[src/rtl/object_event_counter.sv]
// rtl/object_event_counter.sv - ultrasonic object counter with hysteresis, confirm filter and BCD readout
module object_event_counter #(
   parameter int unsigned NEAR_CM   = 10,
   parameter int unsigned FAR_CM    = 12,
   parameter int unsigned CONFIRM   = 3,
   parameter int unsigned MAX_COUNT = 9999
) (
   input  logic        clk,
   input  logic        rst,
   input  logic        dist_valid,
   input  logic [15:0] dist_cm,
   input  logic        clear,
   output logic [13:0] count,
   output logic        count_pulse,
   output logic        present,
   output logic [15:0] bcd,
   output logic        bcd_valid
);

   typedef enum logic [1:0] {IDLE_FAR, CONFIRM_NEAR, OCCUPIED, CONFIRM_FAR} state_t;

   localparam logic [3:0]  CONFIRM_L = 4'(CONFIRM);
   localparam logic [13:0] MAX_L     = 14'(MAX_COUNT);
   localparam logic [15:0] NEAR_L    = 16'(NEAR_CM);
   localparam logic [15:0] FAR_L     = 16'(FAR_CM);

   state_t      state_q, state_d;
   logic [3:0]  run_q, run_d, run_inc;
   logic [13:0] count_q, count_d;
   logic        pulse_q, pulse_d;
   logic        present_q, present_d;
   logic        inc, count_chg;
   logic        sample_ok, is_near, is_far;

   logic [13:0] bin_q, bin_d;
   logic [15:0] work_q, work_d, adj;
   logic [3:0]  step_q, step_d;
   logic        busy_q, busy_d;
   logic [15:0] bcd_q, bcd_d;
   logic        bvalid_q, bvalid_d;

   // A zero distance is a missing echo and never qualifies as any class.
   assign sample_ok = dist_valid && (dist_cm != '0);
   assign is_near   = dist_cm < NEAR_L;
   assign is_far    = dist_cm >= FAR_L;
   assign run_inc   = run_q + 4'd1;

   always_comb begin
      state_d = state_q;
      run_d   = run_q;
      inc     = 1'b0;
      if (clear) begin
         state_d = IDLE_FAR;
         run_d   = '0;
      end else if (sample_ok) begin
         case (state_q)
            IDLE_FAR: begin
               if (is_near) begin
                  if (CONFIRM_L == 4'd1) begin
                     state_d = OCCUPIED;
                     inc     = 1'b1;
                  end else begin
                     state_d = CONFIRM_NEAR;
                     run_d   = 4'd1;
                  end
               end
            end
            CONFIRM_NEAR: begin
               if (is_near) begin
                  if (run_inc == CONFIRM_L) begin
                     state_d = OCCUPIED;
                     run_d   = '0;
                     inc     = 1'b1;
                  end else begin
                     run_d = run_inc;
                  end
               end else begin
                  state_d = IDLE_FAR;
                  run_d   = '0;
               end
            end
            OCCUPIED: begin
               if (is_far) begin
                  if (CONFIRM_L == 4'd1) begin
                     state_d = IDLE_FAR;
                  end else begin
                     state_d = CONFIRM_FAR;
                     run_d   = 4'd1;
                  end
               end
            end
            CONFIRM_FAR: begin
               if (is_far) begin
                  if (run_inc == CONFIRM_L) begin
                     state_d = IDLE_FAR;
                     run_d   = '0;
                  end else begin
                     run_d = run_inc;
                  end
               end else if (is_near) begin
                  state_d = OCCUPIED;
                  run_d   = '0;
               end
            end
            default: begin
               state_d = IDLE_FAR;
               run_d   = '0;
            end
         endcase
      end
   end

   always_comb begin
      count_d   = count_q;
      count_chg = 1'b0;
      pulse_d   = 1'b0;
      if (clear) begin
         count_d   = '0;
         count_chg = 1'b1;
      end else if (inc) begin
         count_d   = (count_q == MAX_L) ? '0 : count_q + 14'd1;
         count_chg = 1'b1;
         pulse_d   = 1'b1;
      end
      present_d = (state_d == OCCUPIED) || (state_d == CONFIRM_FAR);
   end

   always_comb begin
      for (int i = 0; i < 4; i++) begin
         adj[4*i +: 4] = (work_q[4*i +: 4] >= 4'd5) ? work_q[4*i +: 4] + 4'd3 : work_q[4*i +: 4];
      end
   end

   // Double-dabble: 14 adjust-and-shift steps, then one commit cycle.
   always_comb begin
      bin_d    = bin_q;
      work_d   = work_q;
      step_d   = step_q;
      busy_d   = busy_q;
      bcd_d    = bcd_q;
      bvalid_d = bvalid_q;
      if (count_chg) begin
         bin_d    = count_d;
         work_d   = '0;
         step_d   = '0;
         busy_d   = 1'b1;
         bvalid_d = 1'b0;
      end else if (busy_q) begin
         if (step_q == 4'd14) begin
            bcd_d    = work_q;
            bvalid_d = 1'b1;
            busy_d   = 1'b0;
         end else begin
            {work_d, bin_d} = {adj, bin_q} << 1;
            step_d          = step_q + 4'd1;
         end
      end
   end

   always_ff @(posedge clk or posedge rst) begin
      if (rst) begin
         state_q   <= IDLE_FAR;
         run_q     <= '0;
         count_q   <= '0;
         pulse_q   <= 1'b0;
         present_q <= 1'b0;
         bin_q     <= '0;
         work_q    <= '0;
         step_q    <= '0;
         busy_q    <= 1'b0;
         bcd_q     <= '0;
         bvalid_q  <= 1'b1;
      end else begin
         state_q   <= state_d;
         run_q     <= run_d;
         count_q   <= count_d;
         pulse_q   <= pulse_d;
         present_q <= present_d;
         bin_q     <= bin_d;
         work_q    <= work_d;
         step_q    <= step_d;
         busy_q    <= busy_d;
         bcd_q     <= bcd_d;
         bvalid_q  <= bvalid_d;
      end
   end

   assign count       = count_q;
   assign count_pulse = pulse_q;
   assign present     = present_q;
   assign bcd         = bcd_q;
   assign bcd_valid   = bvalid_q;

endmodule

[config.mk]
export PLATFORM = sky130hd
export DESIGN_NAME = object_event_counter
export DESIGN_NICKNAME = d
export VERILOG_FILES = /design/src/rtl/object_event_counter.sv
export SDC_FILE = /design/constraint.sdc
export NUM_CORES = 1
export LEC_CHECK = 0
export BUFFER_PORTS_ARGS = -buffer_cell sky130_fd_sc_hd__buf_2
export CELL_PAD_IN_SITES_DETAIL_PLACEMENT = 1
export CELL_PAD_IN_SITES_GLOBAL_PLACEMENT = 1
export CORE_MARGIN = 3
export CORE_UTILIZATION = 45
export CTS_CLUSTER_SIZE = 20
export DETAILED_ROUTE_END_ITERATION = 8
export PLACE_DENSITY_LB_ADDON = 0.3
export SYNTH_ARGS = -nofsm -noshare
export SYNTH_HDL_FRONTEND = slang
export SYNTH_SLANG_ARGS = --single-unit
[constraint.sdc]
create_clock -name clk -period 2.9 [get_ports clk]
set_input_delay 0.435 -clock clk [delete_from_list [all_inputs] [get_ports clk]]
set_output_delay 0.435 -clock clk [all_outputs]
set_load 0.02 [all_outputs]
==> flow_summary.toml <==
[final_layout]
diodes = 0
final_nets = 519
final_area_sq_mm = 0.00476
area_growth_pct = 14.1
fin_util = 0.538
regArea_sq_mm = 0.00185
multiInputGateArea_sq_mm = 0.00214
drive_above_1_share = 0.202
fillCellCount = 1017

[critical_path]
crit_fanout = 16
crit_family = "simple AND/OR/NAND/NOR gates"
reg2reg_from = "run_q[0]$_DFFE_PP0P_"
path_cells = "ha_1 > and2_1 > a31oi_1 > nor4_4 > nor4b_4 > buf_4 > mux2_1"
end_kind = "flop"
slowest_stage = "a31oi_1"
start_kind = "flop"
cp.arrival_ns = 2.83
required_ns = 3.12
crit_buf_inv = 1
r2r_cells = 7
critical_path_class = "flop to flop"
r2r-end = "bcd[4]$_DFFE_PP0P_"
r2r_slack_ns = 0.29
critPathMaxStageDelay_ns = 0.53

[placement]
placed_area_sq_mm = 0.00455
pre_cts_slack_ns = 0.303
dp_hpwl_microns = 7130
numPortBuffers = 52
place_congestion = 0.856

[timing]
rsz0062_at_grt = "false"
max-slew-margin-rel = 0.324
fin_ws_ns = 0.287
hold_violations = 0
slew_viol_final = 0
clock.fmax_mhz = 383
fin_setup_tns_ns = 0
period_needed_ns = 2.61
tightest_slew_ns = 0.988
finalSetupViolCount = 0
period_share = 0.901
fin_skew_ns = 0.0113

[cts]
cts_setup_buffers = 0
cts-root-buf = "clkbuf_8"
path_clk_slew_ns = 0.08
clk_latency_ns = 0.35
ctsHoldBuffers = 0
cts_made_buffers = 9
cts_resized = 0
h-tree-depth = 3
cts.sinks = 74
cts_tree = "yes"
cts_buffer_depth = 2

[global_route]
grt_pass1_vias = 3629
antenna_found_initial = 0
grt_pass1_wl_microns = 17000
grt_usage = 0.204
grt_overflow = 0
grt_start_max_net_pins = 75

[yosys]
syn_nets = 468
synth_edf_count = 0
ys_top_cells_by_area = "dfrtp_1 44%, a21oi_1 4.7%, ha_1 3.9%"
syn-cell-area_sq_mm = 0.00417
yosysWarnings = 0
yosysTopAreaCell = "dfrtp_1"
synth.most_common_cell = "dfrtp_1"
ys_seq_area_frac = 0.444
synthTopCellsByCount = "73 x dfrtp_1, 39 x a21oi_1, 36 x nand2_1, 31 x nor2_1"
syn_avg_cell_area_sq_um = 9.60
synth_seq_cells = 74
synth_top_flop_cell = "dfrtp_1"
async_flop_share = 1.00
synthCells = 435
yosys.cell_types.count = 55
synth_top_area_frac = 0.438

[pwr]
p_comb_frac = 0.049
p_int_uw = 1580
ir_drop_v = 0.000189
switching_share = 0.226
powerDensity_mw_per_mm2 = 428
clock_power_share = 0.439
power.leakage_uw = 0.00210
p_switching_uw = 460
seq_power_share = 0.512

[min_path]
hold_class = "input port to async pin"

[detailed_routing]
post_drt_via_cell_ratio = 5.81
first_iter_violations = 113
firstDrtPassIters = 5
route.detailed.drc = 0
totalWireLength_microns = 10200
post_drt_wl_per_cell_microns = 17.0
ant_nets = 0
dr_total_vias = 3483

[die]
die_x_microns = 102
die_area_sq_mm = 0.0105
rows = 34
core_sq_mm = 0.00885
chipHeight_microns = 102
ioPinCount = 53
start_util = 0.472

[run]
drv_cap = 0

[run_status]
status = "finished clean"
## placed cells by master (no fill, tap or decap), drive strengths merged, types with 2 or more instances in the layout
cell    netlist  layout
dfrtp        73      73
o22ai         3       3
clkbuf       15      13
nand3b        4       4
nand4         5       5
bufinv        0       2
nor4          9       9
nand2b        4       4
inv          19      19
xor2          8       8
nor2b         3       3
or3          12      12
nand2        36      36
nor4b         2       2
o21ai        29      29
or2           4       4
mux2         17      17
buf           7      62
nor2         31      31
a211oi        6       6
nor3         26      26
a21oi        39      39
ha           13      13
o22a         10      10
a31oi         4       4
nand3        12      12
xnor2        12      12
nor3b         2       2
mux2i         5       5
or4           6       6
and2          4       4
## power by group through the flow
stage | Sequential [uW] | Combinational (uW) | Clock (uW)
after floorplan | 1070 | 53.7 | 0
after global placement | 1060 | 98.4 | 0
after detailed placement | 1060 | 102 | 0
after CTS | 1040 | 102 | 925
after global routing | 1050 | 112 | 969
final | 1040 | 99.7 | 894
## worst max path at each step
stage                              start              endpoint  depth (start not counted)
floorplan           run_q[0]$_DFFE_PP0P_    bcd[8]$_DFFE_PP0P_                          7
global placement    run_q[0]$_DFFE_PP0P_   bcd[14]$_DFFE_PP0P_                          7
detailed placement  run_q[0]$_DFFE_PP0P_    bcd[4]$_DFFE_PP0P_                          7
CTS                 run_q[0]$_DFFE_PP0P_    bcd[4]$_DFFE_PP0P_                          7
global route        run_q[0]$_DFFE_PP0P_  bin_q[1]$_DFFE_PP0P_                          7
finish              run_q[0]$_DFFE_PP0P_    bcd[4]$_DFFE_PP0P_                          7
## per-stage QoR
stage | total power [uW] | instances | hold slack (ns)
3_5_place_dp | 1170 | 583 | 0.471
5_1_grt | 2130 | 599 | 0.189
4_1_cts | 2070 | 599 | 0.167
6_report | 2040 | 599 | 0.165
2_1_floorplan | 1120 | 435 | 0.481
3_3_place_gp | 1160 | 583 | 0.462
## worst min-delay path, cell delays in order
cell and delay (ns):
buf_2 0.10, inv_2 0.06, buf_12 0.34
## cell type report
class,count,share of cell area
multi-input combinational,320,0.449
tap,108,0.0284
sequential,74,0.389
inverter,19,0.0150
timing repair buffer,62,0.0731
clock buffer,13,0.0313
clock inverter,3,0.0137
## flip-flops by register name (all words and copies together), names as in the netlist
signal / flops
bin_q: 14
state_q: 2
present: 1
work_q: 16
step_q: 4
count_pulse: 1
run_q: 4
bcd: 16
bcd_valid: 1
count: 14
busy_q: 1
## routing by layer
metal / wire length (microns) / track usage / share of wire / up-vias
met3: 198 / 0.0294 / 0.019 / 14
li1: - / - / - / 1655
met4: 147 / 0.0666 / 0.014 / 0
met1: 4550 / 0.249 / 0.45 / 1767
met2: 5260 / 0.367 / 0.52 / 47
met5: 0 / 0 / 0 / -
## cell families (layout without fill, tap and decap cells)
kind of cell	Yosys count	in the layout	share of synthesized area
XOR/XNOR	20	20	0.0420
adder cells (fa/ha/maj)	13	13	0.0390
flip-flops	74	74	0.444
multiplexers	22	22	0.0579
buffers and inverters	41	97	0.0435
AND/OR/NAND/NOR	164	164	0.226
AO/OA/AOI/OAI	101	101	0.148
Power figures use the tool's default switching activity.
